<file path="config.mk">
export PLATFORM = sky130hd
export DESIGN_NAME = mux_source_arbiter
export DESIGN_NICKNAME = d
export VERILOG_FILES = /design/src/rtl/mux_source_arbiter.sv
export SDC_FILE = /design/constraint.sdc
export NUM_CORES = 1
export LEC_CHECK = 0
export ABC_AREA = 1
export BUFFER_PORTS_ARGS = -buffer_cell sky130_fd_sc_hd__buf_4
export CELL_PAD_IN_SITES_DETAIL_PLACEMENT = 0
export CELL_PAD_IN_SITES_GLOBAL_PLACEMENT = 1
export CORE_MARGIN = 4
export CORE_UTILIZATION = 35
export CTS_CLUSTER_SIZE = 28
export DETAILED_ROUTE_END_ITERATION = 8
export HOLD_SLACK_MARGIN = 0.03
export PLACE_DENSITY_LB_ADDON = 0.1
export SLEW_MARGIN = 30
export SYNTH_ARGS = -nofsm -noshare
export SYNTH_HDL_FRONTEND = slang
export SYNTH_SLANG_ARGS = --single-unit
</file>
<file path="constraint.sdc">
create_clock -name clk -period 2.1 [get_ports clk]
set_input_delay 0.105 -clock clk [delete_from_list [all_inputs] [get_ports clk]]
set_output_delay 0.105 -clock clk [all_outputs]
set_load 0.005 [all_outputs]
</file>
<file path="src/rtl/mux_source_arbiter.sv">
// rtl/mux_source_arbiter.sv - two-channel round-robin source arbiter feeding a 2:1 data mux
// Optional strict priority for channel A: define ARB_STRICT_PRIORITY_EN.
module mux_source_arbiter #(
  parameter int WIDTH     = 8,
  parameter int MAX_BURST = 4
) (
  input  logic             clk,
  input  logic             rst,
  input  logic             a_valid,
  output logic             a_ready,
  input  logic [WIDTH-1:0] a_data,
  input  logic             b_valid,
  output logic             b_ready,
  input  logic [WIDTH-1:0] b_data,
  output logic [WIDTH-1:0] in_a,
  output logic [WIDTH-1:0] in_b,
  output logic             sel_a,
  output logic             out_valid,
  input  logic             out_ready
);

  typedef enum logic [1:0] {
    IDLE    = 2'd0,
    GRANT_A = 2'd1,
    GRANT_B = 2'd2
  } state_t;

  localparam logic [3:0] BURST_LAST = 4'(MAX_BURST - 1);

  state_t     state, state_nxt;
  logic       a_full, b_full;
  logic [3:0] burst_cnt, burst_nxt;
  logic       last_grant_a, last_grant_nxt;

  logic       xfer, xfer_a, xfer_b;
  logic       a_load, b_load;
  logic       idle_pick_a;
  logic       a_hold, b_hold;
  logic [3:0] burst_inc;

  assign sel_a     = (state == GRANT_A);
  assign out_valid = (state != IDLE);

  assign xfer   = out_valid && out_ready;
  assign xfer_a = xfer && sel_a;
  assign xfer_b = xfer && !sel_a;

  assign a_ready = !a_full || xfer_a;
  assign b_ready = !b_full || xfer_b;
  assign a_load  = a_valid && a_ready;
  assign b_load  = b_valid && b_ready;

  // Saturating so a long uncontested run never wraps back into a switch point.
  assign burst_inc = (burst_cnt == 4'hF) ? burst_cnt : burst_cnt + 4'd1;

  // idle_pick_a: who wins when leaving IDLE; x_hold: granted channel keeps the mux after this xfer.
  always_comb begin
    idle_pick_a = 1'b0;
    a_hold      = 1'b0;
    b_hold      = 1'b0;
`ifdef ARB_STRICT_PRIORITY_EN
    idle_pick_a = a_full;
    a_hold      = a_load;
    b_hold      = b_load && !a_full;
`else
    idle_pick_a = a_full && (!b_full || !last_grant_a);
    a_hold      = a_load && !(b_full && (burst_cnt == BURST_LAST));
    b_hold      = b_load && !(a_full && (burst_cnt == BURST_LAST));
`endif
  end

  always_comb begin
    state_nxt      = state;
    burst_nxt      = burst_cnt;
    last_grant_nxt = last_grant_a;
    case (state)
      IDLE: begin
        if (idle_pick_a) begin
          state_nxt      = GRANT_A;
          burst_nxt      = 4'd0;
          last_grant_nxt = 1'b1;
        end else if (b_full) begin
          state_nxt      = GRANT_B;
          burst_nxt      = 4'd0;
          last_grant_nxt = 1'b0;
        end
      end
      GRANT_A: begin
        if (xfer) begin
          if (a_hold) begin
            burst_nxt = burst_inc;
          end else if (b_full) begin
            state_nxt      = GRANT_B;
            burst_nxt      = 4'd0;
            last_grant_nxt = 1'b0;
          end else begin
            state_nxt = IDLE;
          end
        end
      end
      GRANT_B: begin
        if (xfer) begin
          if (b_hold) begin
            burst_nxt = burst_inc;
          end else if (a_full) begin
            state_nxt      = GRANT_A;
            burst_nxt      = 4'd0;
            last_grant_nxt = 1'b1;
          end else begin
            state_nxt = IDLE;
          end
        end
      end
      default: begin
        state_nxt = IDLE;
        burst_nxt = 4'd0;
      end
    endcase
  end

  always_ff @(posedge clk) begin
    if (rst) begin
      state        <= IDLE;
      burst_cnt    <= 4'd0;
      last_grant_a <= 1'b0;
    end else begin
      state        <= state_nxt;
      burst_cnt    <= burst_nxt;
      last_grant_a <= last_grant_nxt;
    end
  end

  // A load in the same cycle as an xfer refills the register, so full stays set.
  always_ff @(posedge clk) begin
    if (rst) begin
      a_full <= 1'b0;
      in_a   <= '0;
    end else if (a_load) begin
      a_full <= 1'b1;
      in_a   <= a_data;
    end else if (xfer_a) begin
      a_full <= 1'b0;
    end
  end

  always_ff @(posedge clk) begin
    if (rst) begin
      b_full <= 1'b0;
      in_b   <= '0;
    end else if (b_load) begin
      b_full <= 1'b1;
      in_b   <= b_data;
    end else if (xfer_b) begin
      b_full <= 1'b0;
    end
  end

endmodule

</file>
==> flow_summary.json <==
{
  "core_um2": 3661,
  "holdCritPathClass": "input port to register",
  "postSynthRegisterBits": 25,
  "drt_iter0_markers": 54,
  "cts-root-to-sink-buffers": 2,
  "postRouteAntennaNets": 0,
  "grt_start_max_net_pins": 21,
  "setup.worst_path.start_class": "register",
  "placed_cells_incl_taps": 277,
  "total_leakage_power_nw": 0.8541,
  "worst_skew_pair.late_latency_ps": 260,
  "cp_cell_sequence": "inv_1 -> ha_1 -> inv_2 -> nand3_2 -> a21oi_4 -> nand2_1 -> nand2_2 -> nand2_1 -> nand2_1 -> nand2_1 -> a21oi_1",
  "worst_ep_required_time_ps": 2300,
  "arrival_ps": 2050,
  "place_worst_setup_slack_ps": 229.1,
  "grt_antenna_before_repair": 0,
  "ys_types": 24,
  "totalNegativeSetupSlack_ps": 0,
  "nets_final": 261,
  "drtPass1Iterations": 4,
  "path_clk_slew_ps": 80,
  "dieHeight_um": 69.62,
  "globalRouteTotalUtil_pct": 13.27,
  "setup_ws_ps": 250.1,
  "fin_total_pwr_mw": 1.737,
  "synth_area_per_cell_um2": 6.921,
  "vias": 1262,
  "slowest_delay_ps": 410,
  "cts_buffers": 3,
  "clockRootBuffer": "sky130_fd_sc_hd__clkbuf_8",
  "fp.dieArea_um2": 4846,
  "post-cts-setup-buffers": 0,
  "irDropWorstVdd_mv": 0.4155,
  "postPlaceCellArea_um2": 1670,
  "htree_num_levels": 1,
  "fin_worst_hold_slack_ps": 36.09,
  "slowest_cp_cell": "sky130_fd_sc_hd__dfxtp_1",
  "max-slew-margin-rel_pct": 65.89,
  "fraction_of_layout_cells_with_a_size_suffix_above_1_pct": 24.46,
  "yosysSeqAreaShare_pct": 37.66,
  "run_status": "completed",
  "layout.cells.non_filler": 281,
  "floorplan.initialDensity_pct": 36.30,
  "cts-hold-fix-buffers": 0,
  "synth_cell_area_um2": 1329,
  "placement.io_buffers": 40,
  "grt_overflow": 0,
  "worst_slew_pin_slew_ps": 511.2,
  "cap_viol_max_count": 0,
  "first_global_vias": 1265,
  "post-route-util_pct": 46.86,
  "final_hpwl_dp_um": 2499,
  "crit_buf_inv": 2,
  "drt_drc_violations_left": 0,
  "design_area_um2": 1715,
  "floorplan.die.width_um": 69.62,
  "numClockSinks": 25,
  "hold_viol": 0,
  "critical_path_start_end_classification": "register to register",
  "via_per_inst": 4.491,
  "timing.final.max_slew_violations": 0,
  "postSynthNetCount": 219,
  "design.portCount": 41,
  "timing.critical_path.max_delay_family": "simple AND/OR/NAND/NOR gates",
  "setup_viol_count_final": 0,
  "antenna_cells_inserted": 0,
  "cts-resized-gates": 0,
  "max_freq_mhz": 540.6,
  "power.density_cell_area_nw_per_um2": 1012,
  "end_kind": "register",
  "clock-skew-final_ps": 1.339,
  "final.min_clock_period_ps": 1850,
  "global_route_wire_length_before_repair_um": 5395,
  "netlist_instances": 192,
  "detailed_route_wire_length_um": 3155,
  "placement_rows": 22,
  "most_frequent_cell_on_the_critical_path": "sky130_fd_sc_hd__nand2_1",
  "yosys_warnings": 0,
  "rsz0062_at_grt": "false",
  "syn2layout_area_growth_pct": 29.10,
  "gp_congestion": 0.8492,
  "cts_tree": "yes",
  "dr_wl_cell_um": 11.23,
  "largest_fanout_of_any_net_on_the_critical_path": 9,
  "layout_worst_path_cycle_share_pct": 88.09
}
## registers in the layout (all words and copies together) (netlist names)
register and cells:
state 2, in_a 8, a_full 1, in_b 8
burst_cnt 4, b_full 1, last_grant_a 1
## cell usage after synthesis
cell / instances / area [um2]
sky130_fd_sc_hd__nand2_4: 3 / 33.78
sky130_fd_sc_hd__nand2_1: 39 / 146.4
sky130_fd_sc_hd__nand2_2: 4 / 25.02
sky130_fd_sc_hd__o21bai_1: 1 / 7.510
sky130_fd_sc_hd__clkbuf_1: 2 / 7.510
sky130_fd_sc_hd__a21oi_4: 1 / 16.27
sky130_fd_sc_hd__o21ai_1: 1 / 5.000
sky130_fd_sc_hd__nand3_2: 1 / 10.01
sky130_fd_sc_hd__nor2_8: 1 / 20.02
sky130_fd_sc_hd__ha_1: 6 / 75.07
sky130_fd_sc_hd__nor2_2: 1 / 6.260
sky130_fd_sc_hd__buf_6: 1 / 11.26
sky130_fd_sc_hd__o21ai_0: 22 / 110.1
sky130_fd_sc_hd__nand3_1: 6 / 30.03
sky130_fd_sc_hd__xor2_1: 1 / 8.760
sky130_fd_sc_hd__nor2_1: 43 / 161.4
sky130_fd_sc_hd__a21oi_1: 8 / 40.04
sky130_fd_sc_hd__dfxtp_1: 25 / 500.5
sky130_fd_sc_hd__nor3_1: 3 / 15.01
sky130_fd_sc_hd__and3_1: 1 / 6.260
sky130_fd_sc_hd__inv_4: 1 / 6.260
sky130_fd_sc_hd__nor2_4: 1 / 11.26
sky130_fd_sc_hd__inv_1: 19 / 71.32
sky130_fd_sc_hd__inv_2: 1 / 3.750
## worst reg2reg max path, delay by kind of cell, from the launching register on
kind	cells	cell delay, ps
buffers and inverters	2	190
flip-flops	1	410
AND/OR/NAND/NOR	6	560
adder cells (fa/ha/maj)	1	230
AO/OA/AOI/OAI	2	400
## placed cells by master, fill, tap and decap left out
cell type | netlist | routed
sky130_fd_sc_hd__buf_4 | 0 | 40
sky130_fd_sc_hd__nand2_4 | 3 | 3
sky130_fd_sc_hd__clkbuf_1 | 2 | 1
sky130_fd_sc_hd__nor2_2 | 1 | 1
sky130_fd_sc_hd__a21oi_1 | 8 | 8
sky130_fd_sc_hd__and3_1 | 1 | 1
sky130_fd_sc_hd__nor3_1 | 3 | 3
sky130_fd_sc_hd__nand3_1 | 6 | 6
sky130_fd_sc_hd__nand2_1 | 39 | 39
sky130_fd_sc_hd__dfxtp_1 | 25 | 25
sky130_fd_sc_hd__clkbuf_8 | 0 | 3
sky130_fd_sc_hd__nor2_8 | 1 | 1
sky130_fd_sc_hd__xor2_1 | 1 | 1
sky130_fd_sc_hd__inv_2 | 1 | 1
sky130_fd_sc_hd__a21oi_4 | 1 | 1
sky130_fd_sc_hd__ha_1 | 6 | 6
sky130_fd_sc_hd__o21bai_1 | 1 | 1
sky130_fd_sc_hd__nand2_2 | 4 | 4
sky130_fd_sc_hd__nor2_1 | 43 | 43
sky130_fd_sc_hd__nand3_2 | 1 | 1
sky130_fd_sc_hd__inv_4 | 1 | 1
sky130_fd_sc_hd__o21ai_0 | 22 | 22
sky130_fd_sc_hd__nor2_4 | 1 | 1
sky130_fd_sc_hd__inv_1 | 19 | 19
sky130_fd_sc_hd__o21ai_1 | 1 | 1
## report_power, final
part / switching, mW / leakage [nW] / internal, mW
logic: 0.501 / 0.625 / 0.345
registers: 0.0637 / 0.207 / 0.548
clock network: 0.143 / 0.0228 / 0.135
total: 0.708 / 0.854 / 1.03
## cell type report
cell class | instances | area [um2]
Timing Repair Buffer | 40 | 300.3
Sequential cell | 25 | 500.5
Fill cell | 400 | 1946
Inverter | 21 | 81.33
Multi-Input combinational cell | 143 | 728.2
Tap cell | 48 | 60.06
Clock buffer | 4 | 45.04
## logic make-up (layout without fill, tap and decap cells)
kind of cell	count (synthesis)	after routing	share of synthesized area, %
AND/OR/NAND/NOR	103	103	35.03
AO/OA/AOI/OAI	33	33	13.47
flip-flops	25	25	37.66
buffers and inverters	24	65	7.533
adder cells (fa/ha/maj)	6	6	5.650
XOR/XNOR	1	1	0.6593
## final timing paths
path / from / endpoint / slack (ps) / depth (start not counted)
setup / recovery: state[0]$_SDFFE_PP0P_ / burst_cnt[3]$_SDFFE_PP0P_ / 250 / 11
hold / removal: rst / burst_cnt[2]$_SDFFE_PP0P_ / 40 / 2
setup reg to reg: state[0]$_SDFFE_PP0P_ / burst_cnt[3]$_SDFFE_PP0P_ / 250 / 11
hold reg to reg: in_a[4]$_SDFFE_PP0P_ / in_a[4]$_SDFFE_PP0P_ / 490 / 2
## routing by layer
metal  GRT usage (%)  wire (um)  part of all wire, %
met2           22.25       1473                   47
met4           4.468         19                 0.60
met1           16.52       1497                   47
met5               0          0                    0
met3           3.333        165                  5.2
Note: power is estimated with default switching activity, not from simulation.
